===== src/rtl/core6502_pkg.sv =====
// Shared Core6502 definitions: sequencer state encoding, opcode class masks
// and the BRK opcode used for interrupt and reset injection.
package core6502_pkg;

    typedef enum logic [1:0] {
        ST_OPREAD = 2'd0,
        ST_DECODE = 2'd1,
        ST_EXEC   = 2'd2
    } seq_state_t;

    localparam logic [7:0] BRK_OPCODE = 8'h00;

    // Each class term is "(opcode & MASK) == MATCH".
    localparam logic [7:0] IMPL_MASK     = 8'b0000_1101;
    localparam logic [7:0] IMPL_MATCH    = 8'b0000_1000;
    localparam logic [7:0] TC_IMM_MASK   = 8'b0001_1101;
    localparam logic [7:0] TC_IMM_MATCH  = 8'b0000_1001;
    localparam logic [7:0] TC_XIMM_MASK  = 8'b1001_1101;
    localparam logic [7:0] TC_XIMM_MATCH = 8'b1000_0000;
    localparam logic [7:0] STACK_MASK    = 8'b1001_0010;
    localparam logic [7:0] STACK_MATCH   = 8'b0000_0000;

    function automatic logic opMatch(input logic [7:0] op,
                                     input logic [7:0] mask,
                                     input logic [7:0] match);
        return (op & mask) == match;
    endfunction

endpackage


===== src/rtl/pd_classify.sv =====
// Combinational opcode classifier: flags implied/accumulator opcodes and
// opcodes that complete in two cycles. Shared with the trace monitor.
module pd_classify
    import core6502_pkg::*;
(
    input  logic [7:0] pd_i,
    output logic       twoCycle_o,
    output logic       impl_o
);

    logic isImpl;
    logic isImm;
    logic isXImm;
    logic isStack;

    assign isImpl  = opMatch(pd_i, IMPL_MASK,    IMPL_MATCH);
    assign isImm   = opMatch(pd_i, TC_IMM_MASK,  TC_IMM_MATCH);
    assign isXImm  = opMatch(pd_i, TC_XIMM_MASK, TC_XIMM_MATCH);
    // PHP/PLP/PHA/PLA are implied but need stack cycles.
    assign isStack = opMatch(pd_i, STACK_MASK,   STACK_MATCH);

    assign impl_o     = isImpl;
    assign twoCycle_o = isImm | isXImm | (isImpl & ~isStack);

endmodule


===== src/rtl/predecode_seq.sv =====
// Predecode latch and opcode fetch sequencer: latches the data bus, injects
// BRK when an interrupt or reset is pending and raises FETCH in DECODE.
module predecode_seq
    import core6502_pkg::*;
#(
    parameter int TCNT_W = 3
) (
    input  logic              PHI0,
    input  logic              RES,
    input  logic              RDY,
    input  logic [7:0]        DB,
    input  logic              ENDS,
    input  logic              INTR,
    output logic [7:0]        n_PD,
    output logic              FETCH,
    output logic              TWOCYCLE,
    output logic              IMPL,
    output logic              INJ,
    output logic [TCNT_W-1:0] TCNT
);

    localparam logic [TCNT_W-1:0] TCNT_MAX = {TCNT_W{1'b1}};

    seq_state_t        state_q, state_d;
    logic [7:0]        pd_q, pd_d;
    logic              inj_q, inj_d;
    logic              injOut_q, injOut_d;
    logic [TCNT_W-1:0] tcnt_q, tcnt_d;

    always_comb begin
        state_d  = state_q;
        pd_d     = DB;
        inj_d    = inj_q;
        injOut_d = 1'b0;
        tcnt_d   = tcnt_q;
        case (state_q)
            ST_OPREAD: begin
                state_d  = ST_DECODE;
                tcnt_d   = TCNT_W'(1);
                injOut_d = inj_q;
                if (inj_q) begin
                    pd_d  = BRK_OPCODE;
                    inj_d = 1'b0;
                end
            end
            ST_DECODE, ST_EXEC: begin
                if (ENDS) begin
                    state_d = ST_OPREAD;
                    tcnt_d  = '0;
                    // A pending injection absorbs any further INTR.
                    if (INTR) inj_d = 1'b1;
                end else begin
                    state_d = ST_EXEC;
                    if (tcnt_q != TCNT_MAX) tcnt_d = tcnt_q + TCNT_W'(1);
                end
            end
            default: begin
                state_d = ST_OPREAD;
                tcnt_d  = '0;
            end
        endcase
    end

    always_ff @(posedge PHI0) begin
        if (RES) begin
            state_q  <= ST_OPREAD;
            pd_q     <= BRK_OPCODE;
            inj_q    <= 1'b1;
            injOut_q <= 1'b0;
            tcnt_q   <= '0;
        end else if (RDY) begin
            state_q  <= state_d;
            pd_q     <= pd_d;
            inj_q    <= inj_d;
            injOut_q <= injOut_d;
            tcnt_q   <= tcnt_d;
        end
    end

    pd_classify uClassify (
        .pd_i       (pd_q),
        .twoCycle_o (TWOCYCLE),
        .impl_o     (IMPL)
    );

    assign n_PD  = ~pd_q;
    assign FETCH = (state_q == ST_DECODE);
    assign INJ   = injOut_q;
    assign TCNT  = tcnt_q;

endmodule


===== config.mk =====
export PLATFORM = sky130hd
export DESIGN_NAME = predecode_seq
export DESIGN_NICKNAME = d
export VERILOG_FILES = /design/src/rtl/core6502_pkg.sv /design/src/rtl/pd_classify.sv /design/src/rtl/predecode_seq.sv
export SDC_FILE = /design/constraint.sdc
export NUM_CORES = 1
export LEC_CHECK = 0
export CAP_MARGIN = 5
export CORE_MARGIN = 10
export CORE_UTILIZATION = 42
export DETAILED_ROUTE_END_ITERATION = 16
export PLACE_DENSITY = 0.78
export SLEW_MARGIN = 30
export SYNTH_ARGS = -nofsm -noshare
export SYNTH_HDL_FRONTEND = slang
export SYNTH_SLANG_ARGS = --single-unit

===== constraint.sdc =====
create_clock -name PHI0 -period 1.7 [get_ports PHI0]
set_input_delay 0.255 -clock PHI0 [delete_from_list [all_inputs] [get_ports PHI0]]
set_output_delay 0.255 -clock PHI0 [all_outputs]
set_load 0.005 [all_outputs]

==> summary.md, run 1 <==
| Metric | Value |
|---|---|
| Die height | 61.6 µm |
| FF-to-FF path depth | 5 |
| CORE AREA | 1580 µm² |
| Critical path startpoint category | flop |
| Status | complete, no violations |
| Global-route wire length before repair | 2820 µm |
| TritonCTS buffer count | 3 |
| Vias | 676 |
| Placed instance count | 122 |
| Buffer count from post-CTS setup fixing | 0 |
| Mapped Area | 727 µm² |
| Reg2reg start | state_q[0]$_SDFFE_PP0P_ |
| Min-delay src | TCNT[1]$_SDFFE_PP0P_ |
| Number of global-route vias before repair | 652 |
| CTS Hold Bufs | 0 |
| Starting DRC count in detailed routing | 6 |
| Maximum vdd drop | 0.681 mV |
| CP max FO | 4 |
| Min-Delay Path Depth | 2 |
| Root buf cell | clkbuf_4 |
| DR DRC count | 0 |
| Synth cell types | 23 |
| Final Critical Period | 1.60 ns |
| Initial core utilization | 46.1% |
| Mapped Avg Cell Area | 9.20 µm² |
| # setup viols final | 0 |
| Fill cell count | 132 |
| Largest net degree at the start of global routing | 11 |
| Synth warnings | 0 |
| DRT Pass-1 Iters | 4 |
| Clock slew at reported path FFs | 0.09 ns |
| Worst min-delay path class | reg -> reg |
| CTS HTree Levels | 1 |
| Worst Hold Path EP | TCNT[1]$_SDFFE_PP0P_ |
| I/O Buffers | 27 |
| WS Path Type | reg -> out |
| Count of final max-slew check failures | 0 |
| Via-to-Cell Ratio | 5.37 |
| Placement Rows | 14 |
| CTS tree | built |
| Commonest non-fill, non-tap cells in the layout | clkdlybuf4s50_1 (25), dfxtp_1 (13), nor2_1 (13), inv_1 (11), a22oi_1 (8) |
| R2R setup slack | 0.20 ns |
| Ant. Diodes | 0 |
| Peak Freq | 0.624 GHz |
| I/O Pins | 28 |
| Setup TNS | 0 ns |
| Reg2reg end | TCNT[0]$_SDFFE_PP0P_ |
| Syn_nets | 98 |
| Hold Vio Cnt, Final | 0 |
| P_leak | 0.000436 µW |
| Synthesized instance count | 79 |
| Most common cell after layout, fill and taps aside | clkdlybuf4s50_1 |
| #FFs+latches synth | 15 |
| Die area | 3800 µm² |
| Dpl hpwl | 1460 µm |
| Sequential element share of the synthesized area | 41.3% |
| Worst skew pair latency | 0.28 ns |
| Final period util | 94.3% |
| Relative slew margins | 80.3% |
| Initial antenna violation count | 0 |
| Share of cells above drive strength 1 | 10.9% |
| Pre-CTS setup slack | 0.0112 ns |
| Worst clock skew | 0.00495 ns |
| Finished Layout Cells | 126 |
| Area grow syn2layout | 44.6% |
| GRT overflow | 0 |
| Routed len/inst | 13.8 µm |
| Slew at the pin closest to its max-slew limit | 0.294 ns |
| Worst setup margin | 0.0972 ns |
| MaxCap Viol Count | 0 |
| Antenna-violating nets left | 0 |
| Setup crit end kind | output pin |
| Final #Nets | 130 |
| CTS max path bufs | 2 |
| Final WL | 1740 µm |
| GP Congestion | 0.824 |
| CP arrival | 1.35 ns |
| Clock sink total | 15 |
| Gr usage total | 9.71% |
| Cell Pwr Density | 721 nW/µm² |
| Worst path required time | 1.44 ns |
| RSZ-0062 raised after global routing | no |
| Die Wd | 61.6 µm |
cells by family (layout without fill, tap and decap cells):
group	count (synthesis)	in the layout	share of synthesized area, %
and+or+nand+nor	22	22	16.2
adders and majority gates	6	6	10.3
AOI/OAI and AO/OA	19	19	20.3
DFF	15	15	41.3
buffers and inverters	14	45	7.74
muxes	3	3	4.13
cell type report:
class / instances / area (µm²) / area share [%]
clock buffers: 4 / 26.3 / 2.50
flip-flops and latches: 15 / 303 / 28.8
well taps: 16 / 20.0 / 1.90
repair buffers: 29 / 287 / 27.3
multi-input cells: 50 / 370 / 35.2
inverters: 12 / 45.0 / 4.29
state kept, by name, summed over array words and instances, names as in the netlist:
name / cells
INJ: 1
pd_q: 8
TCNT: 3
state_q: 2
inj_q: 1
power by group:
part / switching, µW / leakage, µW / internal, µW
Sequential: 18.2 / 0.000124 / 373
Clock: 110 / 0.0000150 / 91.2
Combinational: 66.7 / 0.000298 / 99.5
Total: 194 / 0.000436 / 563
synth_stat cells:
| cell type | count | area share, % |
|---|---|---|
| a21boi_4 | 1 | 2.6 |
| a21oi_1 | 4 | 2.8 |
| a221o_2 | 1 | 1.5 |
| a22oi_1 | 8 | 8.3 |
| a311oi_1 | 1 | 1.2 |
| a31o_2 | 1 | 1.2 |
| and3b_2 | 1 | 1.4 |
| buf_4 | 1 | 1.0 |
| clkbuf_1 | 1 | 0.52 |
| clkinv_1 | 1 | 0.52 |
| dfxtp_1 | 15 | 41 |
| ha_1 | 6 | 10 |
| inv_1 | 11 | 5.7 |
| mux2i_1 | 3 | 4.1 |
| nand2_1 | 1 | 0.52 |
| nand3b_1 | 1 | 1.0 |
| nand4_1 | 2 | 1.7 |
| nor2_1 | 13 | 6.7 |
| nor2b_1 | 1 | 0.86 |
| nor3_1 | 2 | 1.4 |
| nor3b_4 | 1 | 2.6 |
| o21ai_0 | 2 | 1.4 |
| o32a_1 | 1 | 1.4 |
through the flow:
step | instance area (µm²) | utilization [%] | power, µW | hold slack (ns)
4_1_cts | 1050 | 66.5 | 767 | 0.507
6_report | 1050 | 66.7 | 758 | 0.505
5_1_grt | 1050 | 66.7 | 798 | 0.528
3_3_place_gp | 1020 | 64.8 | 565 | 0.481
3_5_place_dp | 1020 | 64.8 | 570 | 0.496
2_1_floorplan | 727 | - | 479 | 0.324
how the worst max path moves through the flow:
stage	startpoint	to	slack [ns]
after floorplan	state_q[0]$_SDFFE_PP0P_	TCNT[0]$_SDFFE_PP0P_	0.36
after global placement	RDY	TCNT[1]$_SDFFE_PP0P_	0.09
after detailed placement	RDY	TCNT[2]$_SDFFE_PP0P_	0.01
after CTS	pd_q[3]$_SDFFE_PP0P_	IMPL	0.06
after global routing	pd_q[3]$_SDFFE_PP0P_	TWOCYCLE	0.01
final	pd_q[4]$_SDFFE_PP0P_	TWOCYCLE	0.1
worst max-delay path, stage by stage, from the launching register on:
cell and delay, ns:
dfxtp_1 0.41, mux2i_1 0.20, o32a_1 0.16, nor2_1 0.04, dlygate4sd2_1 0.26
per-layer routing:
metal / vias up / global-route usage (%) / part of all wire, %
li1: 338 / - / -
met1: 315 / 9.70 / 37
met2: 21 / 17.6 / 55
met3: 2 / 3.91 / 6.9
met4: 0 / 3.82 / 1.6
met5: - / 0 / 0
what timing repair did:
action                                  4_1_cts  5_1_grt
pin swaps                                     0        0
resized for setup                             3        1
endpoints found under the setup margin        1        1
Note: power is estimated with default switching activity, not from simulation.
==> run 2: changes to the inputs <==
--- a/config.mk
+++ b/config.mk
@@ -10,7 +10,6 @@
 export CORE_UTILIZATION = 42
 export DETAILED_ROUTE_END_ITERATION = 16
 export PLACE_DENSITY = 0.78
-export SLEW_MARGIN = 30
 export SYNTH_ARGS = -nofsm -noshare
 export SYNTH_HDL_FRONTEND = slang
 export SYNTH_SLANG_ARGS = --single-unit
==> results of run 2 <==
No change in the layout: final DEF, timing and power equal those of run 1.
==> run 3: changes to the inputs <==
--- a/config.mk
+++ b/config.mk
@@ -6,7 +6,7 @@
 export NUM_CORES = 1
 export LEC_CHECK = 0
 export CAP_MARGIN = 5
-export CORE_MARGIN = 10
+export CORE_MARGIN = 3
 export CORE_UTILIZATION = 42
 export DETAILED_ROUTE_END_ITERATION = 16
 export PLACE_DENSITY = 0.78
==> summary.md, run 3 (synthesis results as in run 1) <==
| Metric | Value |
|---|---|
| Global-route wire length before repair | 2460 µm |
| Setup crit end kind | output pin |
| DRT Pass-1 Iters | 4 |
| RSZ-0062 raised after global routing | no |
| Maximum vdd drop | 0.387 mV |
| Worst setup margin | 0.108 ns |
| P_leak | 0.000432 µW |
| Starting DRC count in detailed routing | 11 |
| Min-Delay Path Depth | 2 |
| MaxCap Viol Count | 0 |
| Root buf cell | clkbuf_4 |
| Count of final max-slew check failures | 0 |
| CORE AREA | 1560 µm² |
| Placement Rows | 14 |
| Share of cells above drive strength 1 | 13.5% |
| Area grow syn2layout | 45.4% |
| Clock sink total | 15 |
| Largest register FFs | 8 |
| R2R setup slack | 0.17 ns |
| Die area | 2270 µm² |
| Critical path startpoint category | flop |
| CTS max path bufs | 2 |
| CP arrival | 1.34 ns |
| Final Critical Period | 1.59 ns |
| Die height | 47.6 µm |
| Peak Freq | 0.628 GHz |
| Worst skew pair latency | 0.28 ns |
| Setup TNS | 0 ns |
| Biggest register | pd_q |
| Min-delay src | INJ$_SDFFE_PP0P_ |
| FF-to-FF path depth | 5 |
| Delay of the slowest cell on the worst path | 0.49 ns |
| WS Path Type | reg -> out |
| Relative slew margins | 80.4% |
| # setup viols final | 0 |
| GRT overflow | 0 |
| Number of global-route vias before repair | 585 |
| I/O Pins | 28 |
| Clock slew at reported path FFs | 0.10 ns |
| Hold Vio Cnt, Final | 0 |
| Vias | 673 |
| Initial antenna violation count | 0 |
| Pre-CTS setup slack | 0.0647 ns |
| Gr usage total | 15.2% |
| CP max FO | 3 |
| Fill cell count | 114 |
| GP Congestion | 0.789 |
| Routed len/inst | 12.2 µm |
| Via-to-Cell Ratio | 5.30 |
| TritonCTS buffer count | 3 |
| CTS tree | built |
| Ant. Diodes | 0 |
| Cell chain of the critical path | inv_1, ha_1, clkdlybuf4s50_1 |
| Reg2reg start | state_q[0]$_SDFFE_PP0P_ |
| CTS HTree Levels | 1 |
| CP max stage cell | clkdlybuf4s50_1 |
| Largest net degree at the start of global routing | 15 |
| Most common cell after layout, fill and taps aside | clkdlybuf4s50_1 |
| Antenna-violating nets left | 0 |
| Reg2reg end | TCNT[0]$_SDFFE_PP0P_ |
| Slew at the pin closest to its max-slew limit | 0.293 ns |
| Worst clock skew | 0.00653 ns |
| Cell Pwr Density | 720 nW/µm² |
| Final WL | 1550 µm |
| Final #Nets | 131 |
| Worst path required time | 1.44 ns |
| Commonest non-fill, non-tap cells in the layout | clkdlybuf4s50_1 (25), nor2_1 (13), dfxtp_1 (12), inv_1 (11), a22oi_1 (8) |
| Initial core utilization | 46.6% |
| I/O Buffers | 27 |
| Worst min-delay path class | reg -> reg |
| CTS Hold Bufs | 0 |
| Die Wd | 47.6 µm |
| Worst Hold Path EP | INJ$_SDFFE_PP0P_ |
| Status | complete, no violations |
| DR DRC count | 0 |
| Dpl hpwl | 1210 µm |
| Final period util | 93.7% |
-- run 3: metal layers --
metal  up-vias  global-route usage [%]  routed length, µm
li1        337                       -                  -
met1       318                    19.6                707
met2        18                    24.3                777
met3         0                    4.51                 63
met4         0                    4.84                  0
met5         -                       0                  0
-- run 3: worst max-delay path: cells and delay by family (launching register included) --
family / cells / cell delay (ns)
adder cells (fa/ha/maj): 1 / 0.15
buffers and inverters: 2 / 0.59
flip-flops: 1 / 0.33
-- run 3: metrics by stage --
step	hold WS (ns)	std cells	utilization [%]	area [µm²]	total power, µW
6_report	0.500	127	67.8	1060	762
5_1_grt	0.523	127	67.8	1060	808
4_1_cts	0.512	127	67.7	1060	778
3_5_place_dp	0.496	122	65.5	1020	567
3_3_place_gp	0.481	122	65.5	1020	564
2_1_floorplan	0.324	79	-	727	479
-- run 3: worst max-delay path by stage --
stage / startpoint / endpoint / slack, ns / cells after the start
6_report: state_q[1]$_SDFFE_PP0P_ / FETCH / 0.11 / 3
5_1_grt: state_q[1]$_SDFFE_PP0P_ / FETCH / 0.01 / 3
4_1_cts: pd_q[4]$_SDFFE_PP0P_ / TWOCYCLE / 0.08 / 4
3_5_place_dp: RDY / TCNT[2]$_SDFFE_PP0P_ / 0.06 / 4
3_3_place_gp: RDY / TCNT[2]$_SDFFE_PP0P_ / 0.09 / 4
2_1_floorplan: state_q[0]$_SDFFE_PP0P_ / TCNT[0]$_SDFFE_PP0P_ / 0.36 / 5
-- run 3: power breakdown --
part           leakage (µW)  internal [µW]  switching, µW
sequential         0.000124            373           18.7
clock             0.0000177           87.2            116
combinational      0.000290            100           66.8
-- run 3: layout make-up --
cell class | instances | area, µm² | share of cell area, %
clock inverters | 1 | 5.00 | 0.473
flip-flops and latches | 15 | 304 | 28.8
clock buffers | 3 | 22.5 | 2.13
inverters | 12 | 45.0 | 4.26
repair buffers | 30 | 290 | 27.5
well taps | 16 | 20.0 | 1.89
multi-input cells | 50 | 370 | 35.0
-- run 3: what timing repair did --
| action | 4_1_cts | 5_1_grt |
|---|---|---|
| endpoints found under the setup margin | 2 | 1 |
| gates resized for setup | 4 | 1 |
| setup buffers | 1 | 0 |
| endpoints found under the hold margin | 0 | 0 |
